--- src/rtl/inst_fetch.sv ---
// Instruction-fetch stage: owns the PC, issues I-cache reads, and feeds decode
// through a valid/ready handshake with a one-entry skid buffer.
//
//   state     | meaning
//   S_FETCH   | request at pc every cycle, deliver or skid on completion
//   S_BLOCKED | skid holds a fetched instruction, decode is back-pressuring
//   S_DRAIN   | stalled access from before a redirect must finish, data dropped
module inst_fetch #(
  parameter logic [31:0] RESET_PC = 32'h0000_0000,
  parameter logic [31:0] NOP_INST = 32'h0000_0013
) (
  input  logic        i_clk,
  input  logic        i_rst,
  output logic [31:0] o_pc,
  input  logic [31:0] i_pc_next,
  input  logic        i_redirect,
  output logic        o_icache_ren,
  output logic [31:0] o_icache_addr,
  input  logic        i_icache_stall,
  input  logic [31:0] i_icache_rdata,
  output logic        o_id_valid,
  input  logic        i_id_ready,
  output logic [31:0] o_id_inst,
  output logic [31:0] o_id_pc
);

  typedef enum logic [1:0] {
    S_FETCH   = 2'd0,
    S_BLOCKED = 2'd1,
    S_DRAIN   = 2'd2
  } state_t;

  state_t      r_state;
  logic [31:0] r_pc;
  logic [31:0] r_drain_addr;
  logic [31:0] r_skid_inst;
  logic [31:0] r_skid_pc;
  logic        r_id_valid;
  logic [31:0] r_id_inst;
  logic [31:0] r_id_pc;

  logic        w_complete;
  logic        w_slot_free;

  // Request depends only on state (and reset), never on id_ready.
  assign o_icache_ren  = !i_rst && (r_state != S_BLOCKED);
  assign o_icache_addr = (r_state == S_DRAIN) ? r_drain_addr : r_pc;
  assign w_complete    = o_icache_ren && !i_icache_stall;
  assign w_slot_free   = !r_id_valid || i_id_ready;

  assign o_pc       = r_pc;
  assign o_id_valid = r_id_valid;
  assign o_id_inst  = r_id_inst;
  assign o_id_pc    = r_id_pc;

  always_ff @(posedge i_clk) begin
    if (i_rst) begin
      r_state      <= S_FETCH;
      r_pc         <= RESET_PC;
      r_drain_addr <= '0;
      r_skid_inst  <= '0;
      r_skid_pc    <= '0;
      r_id_valid   <= 1'b0;
      r_id_inst    <= NOP_INST;
      r_id_pc      <= '0;
    end else if (i_redirect) begin
      r_pc       <= i_pc_next;
      r_id_valid <= 1'b0;
      r_id_inst  <= NOP_INST;
      // Leaving BLOCKED abandons the skid entry; a stalled FETCH must drain.
      if (r_state == S_FETCH && i_icache_stall) begin
        r_drain_addr <= r_pc;
        r_state      <= S_DRAIN;
      end else if (r_state != S_DRAIN) begin
        r_state <= S_FETCH;
      end
    end else begin
      case (r_state)
        S_FETCH: begin
          if (w_complete) begin
            r_pc <= i_pc_next;
            if (w_slot_free) begin
              r_id_inst  <= i_icache_rdata;
              r_id_pc    <= r_pc;
              r_id_valid <= 1'b1;
            end else begin
              r_skid_inst <= i_icache_rdata;
              r_skid_pc   <= r_pc;
              r_state     <= S_BLOCKED;
            end
          end else if (i_id_ready) begin
            r_id_valid <= 1'b0;
          end
        end
        S_BLOCKED: begin
          if (i_id_ready) begin
            r_id_inst <= r_skid_inst;
            r_id_pc   <= r_skid_pc;
            r_state   <= S_FETCH;
          end
        end
        S_DRAIN: begin
          if (i_id_ready) r_id_valid <= 1'b0;
          if (w_complete) r_state <= S_FETCH;
        end
        default: r_state <= S_FETCH;
      endcase
    end
  end

endmodule

--- config.mk ---
export PLATFORM = sky130hd
export DESIGN_NAME = inst_fetch
export DESIGN_NICKNAME = d
export VERILOG_FILES = /design/src/rtl/inst_fetch.sv
export SDC_FILE = /design/constraint.sdc
export NUM_CORES = 1
export LEC_CHECK = 0
export ABC_CLOCK_PERIOD_IN_PS = 1400
export BUFFER_PORTS_ARGS = -buffer_cell sky130_fd_sc_hd__buf_2
export CORE_ASPECT_RATIO = 0.8
export CORE_UTILIZATION = 49
export DETAILED_ROUTE_END_ITERATION = 6
export MAX_ROUTING_LAYER = met4
export PLACE_DENSITY = 0.87
export RECOVER_POWER = 100
export SYNTH_ARGS = -nofsm -noshare
export SYNTH_HDL_FRONTEND = slang
export SYNTH_SLANG_ARGS = --single-unit
--- constraint.sdc ---
create_clock -name i_clk -period 1.4 [get_ports i_clk]
set_clock_uncertainty 0.05 [all_clocks]
set_input_delay 0.07 -clock i_clk [delete_from_list [all_inputs] [get_ports i_clk]]
set_output_delay 0.07 -clock i_clk [all_outputs]
set_load 0.01 [all_outputs]
==> results of run 1 <==
cells in the final DEF, fill, tap and decap left out, types with 34 or more instances in the layout:
cell type	n
a211oi_2	59
a21oi_1	47
a21oi_2	80
a31oi_4	41
buf_12	47
buf_2	92
buf_6	67
clkbuf_1	72
dfxtp_1	192
dlygate4sd3_1	65
mux2i_1	59
nand2_1	35
nand3_1	58
o21ai_4	34
synthesized netlist by cell type, drive strengths merged (2+ instances only):
library cell	instances	area share, %
a211oi	66	8.0
a21oi	131	7.5
a31oi	61	4.4
and3	2	0.20
and3b	3	0.30
buf	73	5.6
clkbuf	41	1.8
dfxtp	195	45
inv	2	0.086
mux2	32	4.1
mux2i	64	7.3
nand2	65	2.8
nand2b	4	0.29
nand3	97	5.6
nor2	5	0.21
nor3	2	0.17
o21ai	97	5.6
o21bai	2	0.17
or2	2	0.14
through the flow:
step | power [mW] | setup WS [ps]
global route | 16.2 | -1050
floorplan | 7.28 | -44.7
global placement | 8.03 | -193
finish | 16.0 | -1040
CTS | 14.3 | -417
detailed placement | 8.07 | -245
state kept, by name, summed over array words and instances, names as in the netlist:
signal / count
r_drain_addr: 32
r_skid_pc: 32
o_id_pc: 32
o_id_valid: 1
r_state: 2
o_pc: 32
r_skid_inst: 32
o_id_inst: 32
report_power, final:
group | switching [mW] | internal (mW) | leakage [nW]
registers | 0.344 | 5.74 | 1.59
clock network | 2.56 | 2.83 | 0.286
logic | 2.47 | 2.10 | 4.09
total | 5.37 | 10.7 | 5.97
layer usage:
metal	track usage [%]	wire, um	vias to the layer above
li1	-	-	4203
met1	50.1	17600	5453
met2	68.9	23100	1498
met3	13.0	9150	722
met4	28.2	6800	0
met5	-	0	-
worst paths after layout:
check                start             to  slack (ps)  cells after the start
max reg2reg     r_state[1]        o_pc[0]       -1040                      8
max             r_state[1]        o_pc[0]       -1040                      8
min                  i_rst  r_skid_pc[12]          90                      3
min reg2reg  r_skid_pc[27]  r_skid_pc[27]         430                      2
critical path, stage by stage (launching register included):
cell,delay [ps]
dfxtp_4,370
buf_8,100
buf_4,210
nor4_4,60
buf_6,140
buf_12,120
buf_8,140
o21ai_0,970
a21oi_2,140
cells by family (layout without fill, tap and decap cells):
family,after synthesis,count (layout)
AO/OA/AOI/OAI,359,359
flip-flops,195,195
AND/OR/NAND/NOR,187,188
buffers and inverters,116,459
multiplexers,96,96
other,0,5
area by class of cell:
type / count / area [um^2]
tap: 225 / 282
inverter: 2 / 7.51
timing repair buffer: 427 / 4600
antenna: 5 / 12.5
fill: 546 / 1420
clock buffer: 20 / 478
sequential: 195 / 3920
clock inverter: 10 / 123
multi-input combinational: 643 / 6540
timing repair:
action / CTS / global route
pin swaps: 52 / 217
gates resized for setup: 238 / 396
setup endpoints to repair: 226 / 226
setup buffers: 40 / 24
endpoints found under the hold margin: 90 / 0
hold buffers: 65 / 0
cloned: 39 / 13
==> summary.txt, run 1 <==
Status -> complete, but fails checks
Failing checks -> design-rule violations, max-capacitance violations, max-slew violations, negative setup slack
Total gr overflow -> 0
Total nets after synthesis -> 1022
Rel. slew slack -> -2.93%
Most used DFF post-synth -> dfxtp_1
Rows -> 43
PortBufs -> 198
Initial antenna violation count -> 5
Achievable Freq -> 410 MHz
Design Area, Final -> 16000 um^2
Initial core utilization -> 50.3%
Final Slew Violations -> 98
Crit path arrival time -> 2710 ps
Slew @ Worst Pin -> 1540 ps
CTS H-Tree Depth -> 4
Global-route wire length before repair -> 59400 um
Largest net degree at the start of global routing -> 98
Netlist Area Pre-Place -> 8740 um^2
Worst-skew pair later-pin latency -> 480 ps
Seq cells post-synth -> 195
Compound-cell area share of the yosys netlist -> 25.8%
Sinks on Clock Net -> 195
Synthesized-area fraction occupied by and/or/nand/nor cells -> 10.6%
Root Driver -> clkbuf_16
XOR/XNOR Fraction of Synth Area -> 0%
Crit Path Category -> flip-flop to flip-flop
Setup slack after layout -> -1040 ps
GP Congestion -> 0.844
Die Area -> 18400 um^2
Period utilization -> 174%
Cell count after synthesis -> 953
RSZ-0062 raised after global routing -> true
Wire length per cell -> 37.1 um
Post-synth EDFFs -> 0
Number of global-route vias before repair -> 10325
Initial DRC count -> 2114
Area grow syn2layout -> 82.6%
Cell Pwr Density -> 1010 nW/um^2
DR vias/cell -> 7.78
DRC viols -> 2
Largest family of logic cells by synthesized area -> compound AO/OA/AOI/OAI gates
Hold Vio Cnt, Final -> 0
HP Class -> primary input to flip-flop
Final HPWL DP -> 17000 um
Layout Nets -> 1355
Clock period minus worst slack -> 2440 ps
Number of distinct library cells after synthesis -> 39
Synth Area in Adders -> 0%
Via count -> 11876
Worst Setup End Kind -> flip-flop
Placed insts -> 1326
Setup TNS -> -98770 ps
Final hold slack -> 90.5 ps
Final setup fails -> 232
Layout cells sized above 1 -> 54.1%
Synth Area per Inst -> 9.17 um^2
Initial DRT Pass Iterations -> 7
WL final -> 56700 um
Max-Cap Viols -> 1
CP Launch Type -> flip-flop
Post-synthesis sequential area ratio -> 44.7%
Asr flop ratio synth -> 0%
Routed Antenna Nets -> 0
Maximum vdd drop -> 931 uV
Clk pin slew, worst setup/hold paths -> 90 ps
Core footprint -> 17400 um^2
Die height -> 121 um
Placed Area -> 10200 um^2
Maximum buffer depth of the clock tree -> 2
Final design utilization -> 91.8%
Horiz. Die Dim -> 151 um
Crit Path Max Fanout -> 10
GRT Util Overall -> 44.4%
Fin cells -> 1527
Critical Path RT -> 1680 ps
CTS tree -> done
# IOs -> 199
Num CTS Buffers -> 17
Mux share of post-synthesis cell area -> 11.5%
Pleak -> 5.97 nW
Synth warn -> 0
No activity file was read; power rests on OpenSTA's default activity.
==> run 2, diff against run 1 <==
--- a/config.mk
+++ b/config.mk
@@ -12,7 +12,8 @@
 export DETAILED_ROUTE_END_ITERATION = 6
 export MAX_ROUTING_LAYER = met4
 export PLACE_DENSITY = 0.87
-export RECOVER_POWER = 100
+export RECOVER_POWER = 50
+export SLEW_MARGIN = 5
 export SYNTH_ARGS = -nofsm -noshare
 export SYNTH_HDL_FRONTEND = slang
 export SYNTH_SLANG_ARGS = --single-unit
==> run 2 against run 1 <==
  * The flow still finishes with violations (design-rule violations, max-capacitance violations, max-slew violations, negative setup slack)
  * Largest power group unchanged
  * Clock-buffer cell count unchanged
  * Highest routed layer unchanged
  * Die area unchanged
  * Non-clock buffer count unchanged
  * Critical path type unchanged
==> summary.txt, run 2 (same netlist as run 1, synthesis figures left out) <==
Clock period minus worst slack -> 2500 ps (+58.1 ps)
CP max stage cell -> o21ai_0
GP Congestion -> 0.844 (unchanged)
Initial DRT Pass Iterations -> 7 (unchanged)
Routed Antenna Nets -> 0 (unchanged)
Number of global-route vias before repair -> 10325 (unchanged)
Clk pin slew, worst setup/hold paths -> 90 ps (about the same)
Maximum vdd drop -> 932 uV (+0.17%)
Crit path cell chain -> buf_8 -> buf_4 -> nor4_4 -> buf_6 -> buf_12 -> buf_8 -> o21ai_0 -> a21oi_2
CP delay by family, top -> compound AO/OA/AOI/OAI gates
Initial antenna violation count -> 5 (unchanged)
Global-route wire length before repair -> 59400 um (unchanged)
WL final -> 56700 um (about the same)
Register area -> 3920 um^2 (unchanged)
Status -> complete, but fails checks
CP Launch Type -> flip-flop
Worst Setup End Kind -> flip-flop
Commonest cells after routing, fill and taps aside -> dfxtp_1 (192), buf_2 (115), a21oi_2 (80), buf_6 (67), dlygate4sd3_1 (65)
Crit Path Max Fanout -> 10 (unchanged)
Setup slack after layout -> -1100 ps (-58.1 ps)
Maximum buffer depth of the clock tree -> 2 (unchanged)
HP Class -> primary input to flip-flop
Root Driver -> clkbuf_16
Hold Crit Endpoint -> r_drain_addr[12]
Crit path arrival time -> 2770 ps (+60 ps)
Reg2reg end -> o_pc[0]
CP dominant cell by count -> buf_8
Hold_sp -> i_rst
Rel. slew slack -> -2.39% (+0.54 points)
Die height -> 121 um (unchanged)
Most common cell after layout, fill and taps aside -> dfxtp_1
Horiz. Die Dim -> 151 um (unchanged)
Sinks on Clock Net -> 195 (unchanged)
Via count -> 11760 (-0.98%)
R2R setup slack -> -1100 ps (-60 ps)
Filler cells -> 531 (-2.7%)
Final Slew Violations -> 98 (unchanged)
Largest net degree at the start of global routing -> 98 (unchanged)
Max-Cap Viols -> 1 (unchanged)
Die Area -> 18400 um^2 (unchanged)
Wire length per cell -> 37.2 um (about the same)
Placed Area -> 10200 um^2 (unchanged)
Area grow syn2layout -> 82.9%
Total gr overflow -> 0 (unchanged)
Failing checks -> design-rule violations, max-capacitance violations, max-slew violations, negative setup slack
Crit Path Category -> flip-flop to flip-flop
Initial core utilization -> 50.3% (unchanged)
Worst r2r path cells -> 8 (unchanged)
Cell Pwr Density -> 1000 nW/um^2 (about the same)
Slew @ Worst Pin -> 1540 ps (-8.17 ps)
CTS H-Tree Depth -> 4 (unchanged)
Slowest cell delay on critical path -> 1020 ps (+50 ps)
Period utilization -> 178% (+4.1 points)
Final design utilization -> 92.0% (+0.17 points)
Layout Nets -> 1355 (unchanged)
DR vias/cell -> 7.70 (-0.98%)
Layout cells sized above 1 -> 55.9% (+1.8 points)
CTS tree -> done
Critical Path RT -> 1670 ps (about the same)
Worst Path Buf+Inv -> 5 (unchanged)
PortBufs -> 198 (unchanged)
Crit path depth -> 8 (unchanged)
DRC viols -> 7 (+5)
Hold-critical path depth -> 3 (unchanged)
GRT Util Overall -> 44.4% (unchanged)
Achievable Freq -> 401 MHz (-2.3%)
RSZ-0062 raised after global routing -> true
Hold Vio Cnt, Final -> 0 (unchanged)
Worst-skew pair later-pin latency -> 470 ps (about the same)
Rows -> 43 (unchanged)
Core footprint -> 17400 um^2 (unchanged)
Pleak -> 6.06 nW (+1.6%)
Reg-to-Reg Start -> r_state[1]
Design Area, Final -> 16000 um^2 (+0.18%)
Final HPWL DP -> 17000 um (unchanged)
Initial DRC count -> 2150 (+1.7%)
Num CTS Buffers -> 17 (unchanged)
Final setup fails -> 232 (unchanged)
# IOs -> 199 (unchanged)
Area of the multi-input gates -> 6540 um^2 (unchanged)
## run 2: how the worst max path moves through the flow
stage / startpoint / end / slack, ps
final: r_state[1] / o_pc[0] / -1100
after global routing: r_state[1] / o_pc[0] / -1050
after CTS: r_state[1] / o_icache_addr[20] / -420
after detailed placement: r_state[0] / o_id_pc[13] / -250
after global placement: r_state[0] / r_skid_pc[1] / -190
after floorplan: r_state[0] / o_pc[10] / -40
## run 2: per-layer routing
layer	vias up	global-route usage [%]	routed length [um]
met5	-	-	0
met4	0	28.2	6460
met3	682	13.0	9350
met2	1507	68.9	23300
met1	5371	50.1	17600
li1	4200	-	-
## run 2: repair_timing
item | 4_1_cts | 5_1_grt
gates cloned | 39 | 13
hold endpoints to repair | 90 | 0
pin swaps | 52 | 217
endpoints found under the setup margin | 226 | 226
hold buffers | 65 | 0
buffers inserted | 40 | 24
gates resized for setup | 238 | 396
## run 2: where the power goes
part	internal [mW]	switching, mW	leakage, nW
clock	2.83	2.57	0.286
sequential	5.74	0.344	1.59
combinational	2.11	2.47	4.19
## run 2: cell type report
cell class | instances | share of cell area, %
inverter | 2 | 0.0470
sequential | 195 | 24.5
clock buffer | 20 | 2.99
timing repair buffer | 427 | 29.0
antenna | 5 | 0.0783
clock inverter | 10 | 0.767
tap | 225 | 1.76
multi-input combinational | 643 | 40.9
## run 2: through the flow
step                hold WS, ps  setup slack [ps]  TNS [ps]  total power, mW  instances
finish                     95.9             -1100    -98550             16.1       1527
global route               82.6             -1050   -105570             16.2       1527
CTS                        37.6              -417    -58130             14.3       1497
detailed placement          256              -245    -33430             8.07       1326
global placement            254              -193    -25150             8.03       1326
floorplan                   168             -44.7     -3960             7.28        953
## run 2: worst register-to-register path: cells and delay by family (launching register included)
kind	cells	cell delay, ps
AO/OA/AOI/OAI	2	1170
buffers and inverters	5	710
flip-flops	1	360
AND/OR/NAND/NOR	1	60
